[src/rtl/mux_rr_arbiter.sv]
// Round-robin arbiter driving a registered 4:1 data mux with a bounded hold per grant.
// Define MUX_ARB_FIXED_PRIO_EN to replace round-robin with fixed priority A>B>C>D.
module mux_rr_arbiter #(
    parameter int unsigned WIDTH = 4,
    parameter int unsigned HOLD  = 2
) (
    input  logic             clk,
    input  logic             rst,
    input  logic [3:0]       req,
    input  logic [WIDTH-1:0] A,
    input  logic [WIDTH-1:0] B,
    input  logic [WIDTH-1:0] C,
    input  logic [WIDTH-1:0] D,
    output logic [1:0]       Sel,
    output logic [WIDTH-1:0] OUT,
    output logic             out_valid,
    output logic [3:0]       gnt,
    output logic             busy
);

    typedef enum logic [0:0] {StIdle, StGrant} state_e;

    localparam logic [3:0] HoldM1 = 4'(HOLD - 1);

    state_e           state_q, state_d;
    logic [3:0]       cnt_q, cnt_d;
    logic [1:0]       sel_q, sel_d;
    logic [WIDTH-1:0] out_q, out_d;
    logic [3:0]       gnt_q, gnt_d;
    logic [WIDTH-1:0] data [4];
    logic [1:0]       idle_start, rel_start;
    logic [2:0]       pick_idle, pick_rel;

    // Returns {found, index} of the first set bit at or after start, wrapping 3->0.
    function automatic logic [2:0] find_first(input logic [3:0] r, input logic [1:0] start);
        logic [1:0] idx;
        find_first = '0;
        for (int i = 3; i >= 0; i--) begin
            idx = start + 2'(i);
            if (r[idx]) find_first = {1'b1, idx};
        end
    endfunction

    assign data[0] = A;
    assign data[1] = B;
    assign data[2] = C;
    assign data[3] = D;

`ifdef MUX_ARB_FIXED_PRIO_EN
    assign idle_start = 2'd0;
    assign rel_start  = 2'd0;
`else
    logic [1:0] ptr_q, ptr_d;
    assign idle_start = ptr_q;
    // Starting after the holder makes it eligible only when nobody else is asking.
    assign rel_start  = sel_q + 2'd1;
`endif

    assign pick_idle = find_first(req, idle_start);
    assign pick_rel  = find_first(req, rel_start);

    always_comb begin
        state_d = state_q;
        cnt_d   = cnt_q;
        sel_d   = sel_q;
        out_d   = out_q;
        gnt_d   = gnt_q;
`ifndef MUX_ARB_FIXED_PRIO_EN
        ptr_d   = ptr_q;
`endif
        case (state_q)
            StIdle: begin
                if (pick_idle[2]) begin
                    state_d = StGrant;
                    sel_d   = pick_idle[1:0];
                    gnt_d   = 4'b0001 << pick_idle[1:0];
                    out_d   = data[pick_idle[1:0]];
                    cnt_d   = HoldM1;
                end
            end
            StGrant: begin
                if (cnt_q == 4'd0 || !req[sel_q]) begin
`ifndef MUX_ARB_FIXED_PRIO_EN
                    ptr_d = sel_q + 2'd1;
`endif
                    if (pick_rel[2]) begin
                        sel_d = pick_rel[1:0];
                        gnt_d = 4'b0001 << pick_rel[1:0];
                        out_d = data[pick_rel[1:0]];
                        cnt_d = HoldM1;
                    end else begin
                        state_d = StIdle;
                        gnt_d   = '0;
                        out_d   = '0;
                    end
                end else begin
                    out_d = data[sel_q];
                    cnt_d = cnt_q - 4'd1;
                end
            end
            default: state_d = StIdle;
        endcase
    end

    always_ff @(posedge clk) begin
        if (rst) begin
            state_q <= StIdle;
            cnt_q   <= '0;
            sel_q   <= '0;
            out_q   <= '0;
            gnt_q   <= '0;
`ifndef MUX_ARB_FIXED_PRIO_EN
            ptr_q   <= '0;
`endif
        end else begin
            state_q <= state_d;
            cnt_q   <= cnt_d;
            sel_q   <= sel_d;
            out_q   <= out_d;
            gnt_q   <= gnt_d;
`ifndef MUX_ARB_FIXED_PRIO_EN
            ptr_q   <= ptr_d;
`endif
        end
    end

    assign Sel       = sel_q;
    assign OUT       = out_q;
    assign gnt       = gnt_q;
    assign out_valid = (state_q == StGrant);
    assign busy      = out_valid;

endmodule
[config.mk]
export PLATFORM = sky130hd
export DESIGN_NAME = mux_rr_arbiter
export DESIGN_NICKNAME = d
export VERILOG_FILES = /design/src/rtl/mux_rr_arbiter.sv
export SDC_FILE = /design/constraint.sdc
export NUM_CORES = 1
export LEC_CHECK = 0
export BUFFER_PORTS_ARGS = -buffer_cell sky130_fd_sc_hd__buf_4
export CAP_MARGIN = 20
export CORE_MARGIN = 5
export CORE_UTILIZATION = 45
export CTS_BUF_LIST = sky130_fd_sc_hd__clkbuf_4
export DETAILED_ROUTE_END_ITERATION = 8
export PLACE_DENSITY = 0.69
export SLEW_MARGIN = 0
export SYNTH_ARGS = -nofsm -noshare
export SYNTH_HDL_FRONTEND = slang
export SYNTH_SLANG_ARGS = --single-unit
[constraint.sdc]
create_clock -name clk -period 3.25 [get_ports clk]
set_clock_uncertainty 0.1 [all_clocks]
set_input_delay 0.975 -clock clk [delete_from_list [all_inputs] [get_ports clk]]
set_output_delay 0.975 -clock clk [all_outputs]
set_load 0.05 [all_outputs]
Yosys cells after proc, flatten, opt, wreduce, memory -nomap -nowiden
Index checks and enable logic that the tools add are counted.

Bits in registers: 17. Input bits: 22. Output and inout port bits: 12. Logic and storage cells: 98.

$add $sub $neg: 8. Order comparisons: 12. Eq/ne operators: 4. Shift-type cells: 2. Multiplexer cells: 55. Bitwise gates (word level): 4. Reduce and logical (&&, ||, !) cells: 7.

Operator list (number): $mux 4 (15); $lt 2x3->1 const B (9); $bmux 4 s2 (3); $mux 3 (8); $pmux 4 s2 (3); $bmux 1 s2 (9); $mux 1 (12); $ge 3x3->1 const B (3); $not 2->3 (3); $add 2x2->2 const B (4); $shl 1x2->4 const A (2); $add 2x1->2 const B (3); $mux 2 (3); $reduce_and 2->1 (3); $logic_not 4->1 (1); $ne 2x1->1 const B (2); $pmux 2 s2 (1); $sub 4x1->4 const B (1); $ne 3x3->1 const B (1); $reduce_and 3->1 (1); $ne 2x2->1 const B (1); $pmux 1 s2 (1); $logic_not 1->1 (1); $logic_or 1x1->1 (1); $not 1->1 (1).

Depth between registers and ports, before layout
Word-level depth: 15. Depth in mapped cells: 8. Gate-level depth less buffers: 8.

Least setup slack after synthesis
OpenSTA, ideal clock, no wires.

Path type: input to register. From: input req[2]. To: register out_q[2], in the netlist OUT[2]. Arrival: 2431 ps. Required time: 3016 ps. Setup slack: 585 ps. Stages: 8. Path buffers: 2. Cells stage by stage: buf_4 -> nor2b_4 -> a21boi_4 -> o32ai_4 -> buf_6 -> mux2_4 -> a221oi_2 -> a311oi_2.

Cells in the longest elaborated chain, start to end: 13.

Ends and longest elaborated chain: start: declaration (RTL line 9) `input logic [3:0] req,`; $bmux 1 s2 (RTL line 40) `if (r[idx]) find_first = {1'b1, idx};`; $mux 1 (implied by the code) (RTL line 40); $mux 3 (4 in series) (RTL line 40); $not 2->3 (implied by the code) (RTL line 89) `out_d = data[pick_rel[1:0]];`; $bmux 4 s2 (RTL line 89); $mux 4 (implied by the code) (2 in series) (RTL line 89); $mux 4 (RTL line 86) `if (pick_rel[2]) begin`; $mux 4 (RTL line 82) `if (cnt_q == 4'd0 || !req[sel_q]) begin`; $pmux 4 s2 (RTL line 71) `case (state_q)`; end signal: assignment (RTL line 119) `out_q <= out_d;`; end: declaration (RTL line 28) `logic [WIDTH-1:0] out_q, out_d;`.

Several ways; a longest one is shown, not always the timed one. The select of a mux whose other input is x is not followed. A chain may end at the register's enable or synchronous reset.

Final worst setup path
From: input req[2]. To: register out_q[3], in the netlist OUT[3].

The elaborated chain is that of the path after synthesis.

==> results_dict.tcl <==
set metrics [dict create \
    status "completed" \
    final-hold-violation-count 0 \
    crit_start "req[2]" \
    p_per_area_mw_per_mm2 435 \
    path_clk_slew_ns 0.10 \
    port_buffers 33 \
    hpwl_um 2740 \
    numClockSinks 17 \
    reg2reg_depth 6 \
    clockBufferDepth 2 \
    dp_cells 223 \
    yosysTopAreaCell "dfxtp_1" \
    antenna_found_initial 0 \
    slew_violations 0 \
    yosysSeqAreaShare_pct 23.2 \
    min_path_type "flip-flop to flip-flop" \
    vias_per_cell 5.71 \
    synth_top_area_share_pct 23.2 \
    dieArea_mm2 0.00450 \
    slew_headroom_pct 51.8 \
    finalSetupViolCount 0 \
    drc 0 \
    synth.net_count 177 \
    core_mm2 0.00308 \
    place_ws_ns 0.315 \
    synth-seq-cells 17 \
    htreeDepth 1 \
    root_buffer "clkbuf_4" \
    grt_start_max_net_pins 18 \
    tightest_slew_ns 0.723 \
    critical_path_class "input port to flip-flop" \
    cts_tree "yes" \
    clock_latency_ns 0.29 \
    yosys_warnings 0 \
    r2r_slack_ns 0.91 \
    power.leakage_uw 0.000688 \
    critPathCapture "OUT[3]" \
    max_freq_mhz 383 \
    timing.rr.start "Sel[0]" \
    yosysUniqueCellTypes 47 \
    setup_ws_ns 0.638 \
    initial_utilization_pct 47.6 \
    syn-cell-area_mm2 0.00147 \
    maxCapViolCount 0 \
    placementRows 20 \
    drt-pass1-iter-count 4 \
    cts-buffers-inserted 3 \
    postRouteAntennaNets 0 \
    grt_pass1_vias 1286 \
    vias 1297 \
    cp-start-kind "input port" \
    layout.cells.non_filler 227 \
    peakVddDrop_mv 0.174 \
    io-pin-count 34 \
    ctsResizeCount 0 \
    routedWlPerCell_um 16.0 \
    nets 207 \
    cp-end-kind "flip-flop" \
    required_ns 3.32 \
    fin_area_mm2 0.00174 \
    rsz0062_at_grt "false" \
    num_antenna_cells 0 \
    gp_congestion 0.853 \
    cts_setup_buffers 0 \
    finalPower_uw 757 \
    avgSynthCellArea_um2 9.52 \
    cp_data_arrival_time_ns 2.68 \
    cts.hold.buffers_added 0 \
    syn-instance-count 154 \
    die_h_um 67.1 \
    r2r_end "OUT[2]" \
    min_period_ns 2.61 \
    drive_above_1_share_pct 39.9 \
    drtIter0Drc 54 \
    die_x_um 67.1 \
    num-fill-cells 278 \
    critPathMaxFanout 9 \
    area_growth_pct 18.8 \
    detailed_place.area_mm2 0.00171 \
    grt_overflow 0 \
    min_period_over_period_pct 80.4 \
    drt_wl_total_um 3640 \
    grt_pass1_wl_um 5870 \
    synth.area.top_cells "dfxtp_1 23%, mux4_2 14%, nor2_1 4.9%" \
    tns_ns 0 \
    grtUsageTotal_pct 17.3 \
]
-- power by group --
part,switching (uW),total (uW),internal [uW]
combinational,210,376,167
clock,66.3,122,56.1
sequential,25.4,258,233
total,301,757,456
-- layout by cell type, fill, tap and decap left out, drive strengths merged, types with 2 or more instances in the layout --
cell / synthesis / final
and3: 3 / 3
inv: 6 / 6
nor3: 8 / 8
nand2b: 6 / 6
a311oi: 5 / 5
a221oi: 6 / 6
buf: 9 / 37
dfxtp: 17 / 17
a21oi: 10 / 10
mux2: 8 / 8
nand2: 8 / 8
a211oi: 5 / 5
o221ai: 2 / 2
nor2b: 5 / 5
clkbuf: 3 / 4
mux4: 9 / 9
o32ai: 2 / 2
nor2: 23 / 23
o21ai: 5 / 5
-- cells by family (layout without fill, tap and decap cells) --
logic type | after synthesis | count (layout) | synth area share, %
AO/OA/AOI/OAI | 40 | 40 | 24.5
adder cells (fa/ha/maj) | 1 | 1 | 0.853
AND/OR/NAND/NOR | 60 | 60 | 22.9
XOR/XNOR | 1 | 1 | 0.597
multiplexers | 17 | 17 | 20.5
flip-flops | 17 | 17 | 23.2
buffers and inverters | 18 | 47 | 7.51
-- worst min path at each step --
stage,from,depth (start not counted),end
detailed placement,cnt_q[3],1,cnt_q[3]
global placement,cnt_q[3],1,cnt_q[3]
global route,cnt_q[3],1,cnt_q[3]
finish,cnt_q[3],1,cnt_q[3]
CTS,cnt_q[3],1,cnt_q[3]
floorplan,cnt_q[3],1,cnt_q[3]
-- metal layers --
| layer | GRT usage, % | part of all wire (%) | vias to the layer above |
|---|---|---|---|
| li1 | - | - | 641 |
| met1 | 23.1 | 43 | 612 |
| met2 | 29.3 | 51 | 40 |
| met3 | 1.01 | 4.4 | 4 |
| met4 | 5.57 | 1.1 | 0 |
| met5 | 0 | 0 | - |
-- state kept, by name (all words and copies together), names as in the netlist --
register    count
idle_start      2
OUT             4
gnt             4
Sel             2
cnt_q           4
busy            1
-- synthesized netlist by cell type, drive strengths merged --
library cell,n
nor3,8
and3,3
nand2,8
a311oi,5
a22oi,1
ha,1
o21ai,5
inv,6
or3b,1
nor2b,5
mux2,8
or2,1
a21oi,10
a21boi,1
o221a,1
nor2,23
a221oi,6
clkbuf,3
and2b,1
dfxtp,17
o32ai,2
xnor2,1
mux4,9
nand2b,6
o22ai,1
buf,9
a21o,1
nand3,1
and2,1
o221ai,2
nand3b,1
or2b,1
a211oi,5
-- area by class of cell --
type,instances,area (um2),share of cell area [%]
Tap cell,44,55.1,3.16
Timing Repair Buffer,37,278,15.9
Clock buffer,4,30.0,1.72
Inverter,6,22.5,1.29
Sequential cell,17,340,19.5
Multi-Input combinational cell,119,1020,58.3
-- worst max-delay path: stages --
cell and delay [ns]:
buf_4 0.14, nor2b_4 0.13, a21boi_4 0.13, o32ai_4 0.42, buf_4 0.23, mux2_4 0.30
a221oi_2 0.23, a311oi_2 0.12
-- metrics by stage --
stage	hold slack (ns)	utilization, %
global placement	0.359	55.6
global route	0.416	56.6
finish	0.392	56.6
detailed placement	0.374	55.6
CTS	0.391	56.6
floorplan	0.341	-
Note: power is estimated with default switching activity, not from simulation.
